--- src/rtl/alarm_scheduler_pkg.sv ---
// Shared types and time-field limits for the alarm scheduler and its helpers.
package alarm_scheduler_pkg;

   localparam int HOUR_W = 5;
   localparam int MIN_W  = 6;
   localparam int SEC_W  = 6;
   localparam int IDX_W  = 2;

   localparam logic [HOUR_W-1:0] MAX_HOUR      = 5'd23;
   localparam logic [MIN_W-1:0]  MAX_MIN       = 6'd59;
   localparam logic [SEC_W-1:0]  MAX_SEC       = 6'd59;
   localparam logic [MIN_W:0]    MINS_PER_HOUR = 7'd60;

   typedef enum logic [1:0] {
      ST_IDLE   = 2'd0,
      ST_RING   = 2'd1,
      ST_SNOOZE = 2'd2
   } state_t;

   function automatic logic time_valid(input logic [HOUR_W-1:0] h,
                                       input logic [MIN_W-1:0]  m,
                                       input logic [SEC_W-1:0]  s);
      return (h <= MAX_HOUR) && (m <= MAX_MIN) && (s <= MAX_SEC);
   endfunction

endpackage

--- src/rtl/alarm_scheduler_time_add_min.sv ---
// Combinational hour:minute + ADD_MIN minutes with 24-hour wrap (ADD_MIN <= 59).
module time_add_min
   import alarm_scheduler_pkg::*;
#(
   parameter int ADD_MIN = 5
) (
   input  logic [HOUR_W-1:0] hour_i,
   input  logic [MIN_W-1:0]  min_i,
   output logic [HOUR_W-1:0] hour_o,
   output logic [MIN_W-1:0]  min_o
);

   localparam logic [MIN_W:0] ADD = ADD_MIN[MIN_W:0];

   logic [MIN_W:0] min_sum;
   logic [MIN_W:0] min_wrap;

   always_comb begin
      min_sum  = {1'b0, min_i} + ADD;
      min_wrap = min_sum - MINS_PER_HOUR;
      hour_o   = hour_i;
      min_o    = min_sum[MIN_W-1:0];
      // A single carry suffices because ADD_MIN never exceeds one hour.
      if (min_sum >= MINS_PER_HOUR) begin
         min_o  = min_wrap[MIN_W-1:0];
         hour_o = (hour_i == MAX_HOUR) ? '0 : hour_i + 1'b1;
      end
   end

endmodule

--- src/rtl/alarm_scheduler.sv ---
// Multi-slot alarm clock controller: match on second ticks, ring with timeout, limited snoozes.
module alarm_scheduler
   import alarm_scheduler_pkg::*;
#(
   parameter int NUM_ALARMS     = 4,
   parameter int SNOOZE_MIN     = 5,
   parameter int RING_TIMEOUT_S = 60,
   parameter int MAX_SNOOZE     = 3
) (
   input  logic              clk,
   input  logic              reset_n,
   input  logic              sec_tick,
   input  logic [HOUR_W-1:0] cur_hour,
   input  logic [MIN_W-1:0]  cur_min,
   input  logic [SEC_W-1:0]  cur_sec,
   input  logic              cfg_we,
   input  logic [IDX_W-1:0]  cfg_idx,
   input  logic [HOUR_W-1:0] cfg_hour,
   input  logic [MIN_W-1:0]  cfg_min,
   input  logic [SEC_W-1:0]  cfg_sec,
   input  logic              cfg_en,
   input  logic              snooze_btn,
   input  logic              dismiss_btn,
   output logic              ring_out,
   output logic [IDX_W-1:0]  ring_idx,
   output logic              snooze_active,
   output logic [1:0]        snooze_cnt
);

   localparam logic [7:0] TIMEOUT_LAST = 8'(RING_TIMEOUT_S - 1);
   localparam logic [1:0] SNOOZE_LIMIT = 2'(MAX_SNOOZE);

   logic [HOUR_W-1:0] slot_hour_q [NUM_ALARMS];
   logic [MIN_W-1:0]  slot_min_q  [NUM_ALARMS];
   logic [SEC_W-1:0]  slot_sec_q  [NUM_ALARMS];
   logic              slot_en_q   [NUM_ALARMS];

   state_t            state_q,      state_d;
   logic [IDX_W-1:0]  ring_idx_q,   ring_idx_d;
   logic [1:0]        snooze_cnt_q, snooze_cnt_d;
   logic [7:0]        ring_tmr_q,   ring_tmr_d;
   logic [HOUR_W-1:0] tgt_hour_q,   tgt_hour_d;
   logic [MIN_W-1:0]  tgt_min_q,    tgt_min_d;
   logic [SEC_W-1:0]  tgt_sec_q,    tgt_sec_d;

   logic              match_any;
   logic [IDX_W-1:0]  match_idx;
   logic              cfg_ok;
   logic [HOUR_W-1:0] snz_hour;
   logic [MIN_W-1:0]  snz_min;

   time_add_min #(.ADD_MIN(SNOOZE_MIN)) u_snooze_add (
      .hour_i (cur_hour),
      .min_i  (cur_min),
      .hour_o (snz_hour),
      .min_o  (snz_min)
   );

   assign cfg_ok = cfg_we && time_valid(cfg_hour, cfg_min, cfg_sec)
                   && (int'(cfg_idx) < NUM_ALARMS);

   // Scan downward so the lowest matching slot is the one left standing.
   always_comb begin
      match_any = 1'b0;
      match_idx = '0;
      for (int i = NUM_ALARMS - 1; i >= 0; i--) begin
         if (slot_en_q[i] && slot_hour_q[i] == cur_hour &&
             slot_min_q[i] == cur_min && slot_sec_q[i] == cur_sec) begin
            match_any = 1'b1;
            match_idx = IDX_W'(i);
         end
      end
   end

   always_comb begin
      state_d      = state_q;
      ring_idx_d   = ring_idx_q;
      snooze_cnt_d = snooze_cnt_q;
      ring_tmr_d   = ring_tmr_q;
      tgt_hour_d   = tgt_hour_q;
      tgt_min_d    = tgt_min_q;
      tgt_sec_d    = tgt_sec_q;
      case (state_q)
         ST_IDLE: begin
            if (sec_tick && match_any) begin
               state_d      = ST_RING;
               ring_idx_d   = match_idx;
               snooze_cnt_d = '0;
               ring_tmr_d   = '0;
            end
         end
         ST_RING: begin
            if (dismiss_btn) begin
               state_d = ST_IDLE;
            end else if (snooze_btn && snooze_cnt_q < SNOOZE_LIMIT) begin
               state_d      = ST_SNOOZE;
               snooze_cnt_d = snooze_cnt_q + 1'b1;
               tgt_hour_d   = snz_hour;
               tgt_min_d    = snz_min;
               tgt_sec_d    = cur_sec;
            end else if (sec_tick) begin
               if (ring_tmr_q == TIMEOUT_LAST) begin
                  state_d = ST_IDLE;
               end else begin
                  ring_tmr_d = ring_tmr_q + 1'b1;
               end
            end
         end
         ST_SNOOZE: begin
            if (dismiss_btn) begin
               state_d = ST_IDLE;
            end else if (sec_tick && cur_hour == tgt_hour_q &&
                         cur_min == tgt_min_q && cur_sec == tgt_sec_q) begin
               state_d    = ST_RING;
               ring_tmr_d = '0;
            end
         end
         default: state_d = ST_IDLE;
      endcase
   end

   always_ff @(posedge clk or negedge reset_n) begin
      if (!reset_n) begin
         state_q      <= ST_IDLE;
         ring_idx_q   <= '0;
         snooze_cnt_q <= '0;
         ring_tmr_q   <= '0;
         tgt_hour_q   <= '0;
         tgt_min_q    <= '0;
         tgt_sec_q    <= '0;
      end else begin
         state_q      <= state_d;
         ring_idx_q   <= ring_idx_d;
         snooze_cnt_q <= snooze_cnt_d;
         ring_tmr_q   <= ring_tmr_d;
         tgt_hour_q   <= tgt_hour_d;
         tgt_min_q    <= tgt_min_d;
         tgt_sec_q    <= tgt_sec_d;
      end
   end

   always_ff @(posedge clk or negedge reset_n) begin
      if (!reset_n) begin
         for (int i = 0; i < NUM_ALARMS; i++) begin
            slot_hour_q[i] <= '0;
            slot_min_q[i]  <= '0;
            slot_sec_q[i]  <= '0;
            slot_en_q[i]   <= 1'b0;
         end
      end else begin
         for (int i = 0; i < NUM_ALARMS; i++) begin
            if (cfg_ok && int'(cfg_idx) == i) begin
               slot_hour_q[i] <= cfg_hour;
               slot_min_q[i]  <= cfg_min;
               slot_sec_q[i]  <= cfg_sec;
               slot_en_q[i]   <= cfg_en;
            end
         end
      end
   end

   assign ring_out      = (state_q == ST_RING);
   assign snooze_active = (state_q == ST_SNOOZE);
   assign ring_idx      = ring_idx_q;
   assign snooze_cnt    = snooze_cnt_q;

endmodule

--- config.mk ---
export PLATFORM = sky130hd
export DESIGN_NAME = alarm_scheduler
export DESIGN_NICKNAME = d
export VERILOG_FILES = /design/src/rtl/alarm_scheduler_pkg.sv /design/src/rtl/alarm_scheduler_time_add_min.sv /design/src/rtl/alarm_scheduler.sv
export SDC_FILE = /design/constraint.sdc
export NUM_CORES = 1
export LEC_CHECK = 0
export CELL_PAD_IN_SITES_DETAIL_PLACEMENT = 1
export CELL_PAD_IN_SITES_GLOBAL_PLACEMENT = 1
export CORE_MARGIN = 3
export CORE_UTILIZATION = 49
export CTS_BUF_LIST = sky130_fd_sc_hd__clkbuf_2 sky130_fd_sc_hd__clkbuf_4 sky130_fd_sc_hd__clkbuf_8
export DETAILED_ROUTE_END_ITERATION = 16
export HOLD_SLACK_MARGIN = 0.1
export PLACE_DENSITY = 0.82
export REMOVE_ABC_BUFFERS = 1
export SETUP_SLACK_MARGIN = 0.2
export SLEW_MARGIN = 5
export SYNTH_ARGS = -nofsm -noshare
export SYNTH_HDL_FRONTEND = slang
export SYNTH_HIERARCHICAL = 1
export SYNTH_SLANG_ARGS = --single-unit
--- constraint.sdc ---
create_clock -name clk -period 2.5 [get_ports clk]
set_input_delay 0.25 -clock clk [delete_from_list [all_inputs] [get_ports clk]]
set_output_delay 0.25 -clock clk [all_outputs]
set_load 0.1 [all_outputs]
# After elaboration in Yosys (flattened, before gate mapping)
# Cells that the tools add are included.
word_totals:
  reg_bits: 103
  input_bits: 43
  output_inout_bits: 6
  elab_cells: 131
op_classes:
  add_sub_neg: 5
  order_cmp: 5
  n_eq_ne: 33
  mux: 31
  n_bitwise: 1
  n_reduce_logical: 33
ops:
  columns: ["op", "n"]
  rows:
  - ["$eq 6x6->1", 10]
  - ["$mux 8", 7]
  - ["$mux 2", 14]
  - ["$eq 5x5->1", 5]
  - ["$logic_and 1x1->1", 24]
  - ["$pmux 8 s3", 1]
  - ["$le 6x6->1 const B", 2]
  - ["$ne 2x2->1 const B", 6]
  - ["$mux 5", 2]
  - ["$add 8x1->8 const B", 1]
  - ["$eq 8x6->1 const B", 1]
  - ["$reduce_and 4->1", 2]
  - ["$reduce_and 8->1", 1]
  - ["$add 6x3->7 const B", 1]
  - ["$ge 7x6->1 const B", 1]
  - ["$eq 2x2->1 const B", 3]
  - ["$mux 6", 1]
  - ["$pmux 2 s3", 1]
  - ["$sub 6x6->6 const B", 1]
  - ["$add 5x1->5 const B", 1]
  - ["$eq 5x5->1 const B", 1]
  - ["$le 5x5->1 const B", 1]
  - ["$eq 2x1->1 const B", 2]
  - ["$logic_not 2->1", 2]
  - ["13 further kinds", 17]

# Longest topological paths before layout
depth:
  ltp_word: 11
  ltp_mapped: 9
  mapped_depth_nobuf: 9

# Cells and area by module
# The synthesis kept the hierarchy.
modules_own_cells:
  columns: ["mod", "instances", "cells_each", "area_per_inst_um2"]
  rows:
  - ["alarm_scheduler", 1, 420, 5236.3]
  - ["time_add_min", 1, 50, 422.9]

# Worst setup path before layout
# OpenSTA, ideal clock, no wires.
synth_timing:
  kind: "register to register"
  from: "reg snooze_cnt_q[0] (netlist: snooze_cnt[0])"
  to: "reg tgt_hour_q[0]"
  setup_ns: 0.125
  arrival_ns: 2.495
  setup_slack_ns: -0.120
  stages_incl_launch_ff: 7
  synth_period_minus_slack_ns: 2.620
  cell_sequence: "dfrtp_1 -> ha_1 -> nor2b_1 -> nand3b_1 -> nor2_1 -> buf_2 -> mux2_2"
synth_via:
  elab_chain_len: 3
synth_lines:
  columns: ["item", "line_no", "text"]
  rows:
  - ["from (decl)", "alarm_scheduler.sv:40", "logic [1:0] snooze_cnt_q, snooze_cnt_d;"]
  - ["from (signal assigned)", "alarm_scheduler.sv:134", "snooze_cnt_q <= snooze_cnt_d;"]
  - ["$lt 2x2->1", "alarm_scheduler.sv:95", "end else if (snooze_btn && snooze_cnt_q < SNOOZE_LIMIT) begin"]
  - ["$logic_and 1x1->1", "alarm_scheduler.sv:95", null]
  - ["$reduce_and 3->1 (no line)", null, null]
  - ["to (signal assigned)", "alarm_scheduler.sv:136", "tgt_hour_q <= tgt_hour_d;"]
  - ["to (decl)", "alarm_scheduler.sv:42", "logic [HOUR_W-1:0] tgt_hour_q, tgt_hour_d;"]
# Every way passes these cells.
# A chain may end at the register's enable or synchronous reset.

# Worst setup path in the final report
layout_timing:
  from: "reg slot_hour_q[3] (netlist name)"
  to: "reg ring_tmr_q[4]"
layout_via:
  elab_chain_len: 11
layout_lines:
  columns: ["item", "line_no", "text"]
  rows:
  - ["from (decl)", "alarm_scheduler.sv:33", "logic [HOUR_W-1:0] slot_hour_q [NUM_ALARMS];"]
  - ["from (signal, indexed assignment)", "alarm_scheduler.sv:153", "slot_hour_q[i] <= cfg_hour;"]
  - ["$eq 5x5->1", "alarm_scheduler.sv:67", "if (slot_en_q[i] && slot_hour_q[i] == cur_hour &&"]
  - ["$logic_and 1x1->1 (2 in a row)", "alarm_scheduler.sv:67", null]
  - ["$logic_and 1x1->1", "alarm_scheduler.sv:68", "slot_min_q[i] == cur_min && slot_sec_q[i] == cur_sec) begin"]
  - ["$mux 1 (4 in a row)", "alarm_scheduler.sv:67", null]
  - ["$logic_and 1x1->1", "alarm_scheduler.sv:85", "if (sec_tick && match_any) begin"]
  - ["$ne 2x2->1 (no line)", null, null]
  - ["$reduce_and 8->1 (no line)", null, null]
  - ["to (signal assigned)", "alarm_scheduler.sv:135", "ring_tmr_q <= ring_tmr_d;"]
  - ["to (decl)", "alarm_scheduler.sv:41", "logic [7:0] ring_tmr_q, ring_tmr_d;"]
# Every way passes these cells.

==> run summary <==
From bottom edge to top edge, the die measures 113.5 microns. The max-slew violation count is 0. The congestion estimate from routability-driven global placement came to 0.8617. Of the synthesized area, sequential elements account for 45.54%. Most used standard cell by instance count after synthesis: sky130_fd_sc_hd__dfrtp_1. Counting instances in the post-synthesis netlist gives the leading cell types as sky130_fd_sc_hd__dfrtp_1 (103), sky130_fd_sc_hd__mux2_2 (90), sky130_fd_sc_hd__xnor2_1 (59).

The starting density of the core was 51.08%. CTS built an H-tree with a depth of 3. The synthesized design spends more area on one cell type than any other, namely sky130_fd_sc_hd__dfrtp_1. In the synthesized netlist the async set-or-reset flop fraction comes to 100.0%. Measured against its own limit, the worst slew margin works out to 61.92%. For this run, the leading register cell type out of synthesis is sky130_fd_sc_hd__dfrtp_1. Using the TritonRoute via totals, the vias-per-cell ratio works out to 5.719. The number of hold-slack violations in the final timing report is 0.

Kind of path behind the tightest hold check: input port to async pin. In this run the critical register-to-register path is captured at ring_tmr_q[4]$_DFFE_PN0P_. Maximum single-stage delay on the critical path: 0.42 ns. The instance area at placement came out at 0.006570 sq mm. The share of layout cells above drive strength 1 came out at 36.80%. The floorplan die area was 0.01287 sq mm; the number of synthesized register bits was 103. The first-iteration detailed-routing DRC count was 207; the number of core rows was 38. The detail route stage leaves a number of antenna-violating nets equal to 0. The tools report the setup slack after placement as -0.4409 ns. Of the total power, combinational logic draws 24.4%. The tools report the maximum clock frequency as 437.8 MHz. Walking the worst path, the cells encountered are xor2_1 > nor4_2 > nand3_1 > nor4_4 > o41ai_4 > o31ai_4 > a31oi_1. The run finished with clean final reports.

The critical path is of the flip-flop to flip-flop type. The count of TritonRoute iterations in the first routing pass is 4. The tools report the type of origin of the critical path as a flip-flop. For this run, the number of Yosys warnings is 6. In this run, synthesis inferred 0 flip-flops with an integrated enable. The run gives 2.55 ns as the data arrival time of the critical path.

Across the run, the number of max-cap violations was 0. Entering global routing, the biggest net connects 71 pins. The kind of end point of the critical path was a flip-flop.

Counting every instance in the synthesized netlist gives 470. The post-synthesis area per instance is 12.04 sq um. Setup repair after global routing could not meet its margin everywhere.

The tools report the internal power as 0.003030 W. In this run the tool buffered the top-level ports with 48 buffer cells. Share of total power in sequential cells: 49.7%.

In this run the number of cells on the critical path is 7. The cell sitting at the root of the clock tree is a sky130_fd_sc_hd__clkbuf_8. Area added between synthesis and finish: 22.79%.

For the overall via count from detail_route, the log shows 4049. The startpoint identified for the worst register-to-register timing path is slot_hour_q[3]$_DFFE_PN0P_. The tools report the instance count after placement with tap cells included as 686. The tools report the net count reported at finish as 612.

On the critical path the largest part of the delay comes from simple AND/OR/NAND/NOR gates. In this run the deepest clock path goes through 2 buffers. After synthesis, the cell types taking the most area are sky130_fd_sc_hd__dfrtp_1 (46%), sky130_fd_sc_hd__mux2_2 (18%), sky130_fd_sc_hd__xnor2_1 (9.1%). Once layout is complete, the utilization of the core stands at 62.73%. In this run the power spent charging and discharging nets is 0.001330 W. The clock group share of total power is 25.9%, and the number of global-route vias before repair is 4538. The share of synthesized area in the top cell type comes to 45.54%. Setup violations remaining at the end of the flow were counted as 0.

Final HPWL from detailed placement: 11030 microns. The register-to-register path setup slack was 0.22 ns; the final design instance area without fill was 0.006949 sq mm. The clock latency of the later-clocked register in the worst-skew pair came out at 0.39 ns.

Detailed-route wire length per cell: 21.49 microns. The slew at the pin with the worst max-slew slack came out at 0.5567 ns. 0 antenna diodes ended up in the layout.

Along the worst path, the maximum fanout reaches 7. The top-level I/O count is 49, and the number of antenna violations at the first check in global routing is 0. Summing every instance area after synthesis gives 0.005659 sq mm. TritonCTS built the clock tree.

After detailed routing, the wire length on met1 is 6460 microns. The core footprint was 0.01108 sq mm; the switching share of power was 30.51%. The die outline width was 113.5 microns; the post-detailed-route DRC marker count was 0.

The share of the cycle needed by the critical path after routing was 91.36%; the clock skew after layout was 0.007307 ns. The worst register-to-register path has a depth of 7. The total detailed-routing wirelength is 15210 microns, and the cell area power density is 627.4 mW/mm^2. The first global-routing pass estimated 23900 microns of wire.

The final instance count without filler cells was 708; the clock-pin slew reported for the worst setup and hold paths after clock tree synthesis was 0.10 ns. The length of routed met2 wiring is 7890 microns, and the remaining global-route overflow is 0. Counting the fill cells in the layout gives 1148. After layout, the worst setup slack is 0.2160 ns. Together, buffers and inverters on the worst path number 0. Uppermost signal routing layer after detailed routing: met4. Counting every sink on the clock net gives 103. Global routing used 24.22% of the available tracks.

The required time of the critical path is 2.76 ns. The slowest stage of the critical path belongs to the cell sky130_fd_sc_hd__dfrtp_1. For the leakage power figure, the log shows 3.004 nW.

The run gives 0.0006056 V as the worst IR drop on VDD. CTS buffer count: 9. The total met3 wirelength after detailed routing was 586 microns; the minimum clock period after layout was 2.284 ns.

After synthesis, the netlist uses 53 different library cells.
-- registers in the layout, indices dropped and copies added, names as in the netlist --
signal       cells
slot_sec_q      24
tgt_hour_q       5
state_q          2
snooze_cnt       2
slot_hour_q     20
ring_tmr_q       8
tgt_sec_q        6
tgt_min_q        6
slot_min_q      24
slot_en_q        4
ring_idx         2
-- cells in the final DEF, fill, tap and decap left out, types with 4 or more instances in the layout --
| cell | count |
|---|---|
| sky130_fd_sc_hd__a21oi_1 | 6 |
| sky130_fd_sc_hd__a31oi_1 | 5 |
| sky130_fd_sc_hd__buf_4 | 62 |
| sky130_fd_sc_hd__clkbuf_8 | 9 |
| sky130_fd_sc_hd__clkdlybuf4s50_1 | 33 |
| sky130_fd_sc_hd__dfrtp_1 | 102 |
| sky130_fd_sc_hd__dlygate4sd2_1 | 4 |
| sky130_fd_sc_hd__inv_1 | 7 |
| sky130_fd_sc_hd__mux2_2 | 90 |
| sky130_fd_sc_hd__mux2_4 | 4 |
| sky130_fd_sc_hd__nand2_1 | 15 |
| sky130_fd_sc_hd__nand3_1 | 11 |
| sky130_fd_sc_hd__nand3b_1 | 4 |
| sky130_fd_sc_hd__nand4_1 | 21 |
| sky130_fd_sc_hd__nor2_1 | 21 |
| sky130_fd_sc_hd__nor4_1 | 5 |
| sky130_fd_sc_hd__nor4_2 | 4 |
| sky130_fd_sc_hd__o21ai_0 | 4 |
| sky130_fd_sc_hd__or3_1 | 4 |
| sky130_fd_sc_hd__xnor2_1 | 56 |
| sky130_fd_sc_hd__xor2_1 | 30 |
-- stage by stage --
step	power [W]	hold WS [ns]	setup TNS [ns]
6_report	0.004360	0.3568	0
3_3_place_gp	0.003127	0.2456	-4.380
5_1_grt	0.004588	0.3679	0
4_1_cts	0.004347	0.3575	0
3_5_place_dp	0.003210	0.2503	-7.058
2_1_floorplan	0.002760	-0.04559	-4.619
-- area by class of cell --
cell class	count	area [sq um]	area share, %
multi-input combinational	334	2998	43.14
sequential	103	2579	37.11
timing repair buffer	108	954.7	13.74
tap	140	175.2	2.521
clock buffer	9	123.9	1.783
clock inverter	7	92.59	1.332
inverter	7	26.28	0.3781
-- layer usage --
| layer | GRT usage (%) | up-vias |
|---|---|---|
| met5 | 0 | - |
| met4 | 7.612 | 0 |
| met3 | 6.260 | 22 |
| met2 | 42.60 | 65 |
| met1 | 29.03 | 2120 |
| li1 | - | 1842 |
-- what timing repair did --
item	in CTS	in global routing
resized for setup	8	22
hold buffers	1	0
endpoints found under the setup margin	20	16
pin swaps	1	14
setup buffers	0	5
hold endpoints to repair	33	0
-- worst reg2reg max path: stages (launching register included) --
cell and delay (ns):
sky130_fd_sc_hd__dfrtp_1 0.42, sky130_fd_sc_hd__xor2_1 0.16, sky130_fd_sc_hd__nor4_2 0.30, sky130_fd_sc_hd__nand3_1 0.18, sky130_fd_sc_hd__nor4_4 0.38, sky130_fd_sc_hd__o41ai_4 0.17, sky130_fd_sc_hd__o31ai_4 0.40, sky130_fd_sc_hd__a31oi_1 0.15
-- cells by family after synthesis --
logic type,count (synthesis),share of synthesized area (%)
buffers and inverters,33,3.471
multiplexers,97,19.57
AO/OA/AOI/OAI,33,4.842
flip-flops,103,45.54
XOR/XNOR,91,14.08
adder cells (fa/ha/maj),6,1.327
AND/OR/NAND/NOR,107,11.17
-- power groups by stage --
stage / logic, W / registers (W) / clock network, W
CTS: 0.00103 / 0.00216 / 0.00116
global route: 0.00115 / 0.00220 / 0.00124
global placement: 0.000963 / 0.00216 / 0
floorplan: 0.000628 / 0.00213 / 0
finish: 0.00106 / 0.00217 / 0.00113
detailed placement: 0.00102 / 0.00219 / 0
-- worst max path at each step --
| stage | startpoint | end | slack, ns |
|---|---|---|---|
| 2_1_floorplan | snooze_cnt[0]$_DFFE_PN0P_ | tgt_sec_q[0]$_DFFE_PN0P_ | -0.26 |
| 6_report | slot_hour_q[3]$_DFFE_PN0P_ | ring_tmr_q[4]$_DFFE_PN0P_ | 0.22 |
| 5_1_grt | cur_hour[0] | ring_tmr_q[4]$_DFFE_PN0P_ | 0.10 |
| 4_1_cts | cur_min[3] | tgt_hour_q[4]$_DFFE_PN0P_ | 0.20 |
| 3_5_place_dp | cur_min[1] | tgt_hour_q[4]$_DFFE_PN0P_ | -0.44 |
| 3_3_place_gp | cur_min[1] | tgt_hour_q[0]$_DFFE_PN0P_ | -0.28 |
(Power assumes the default switching activity.)
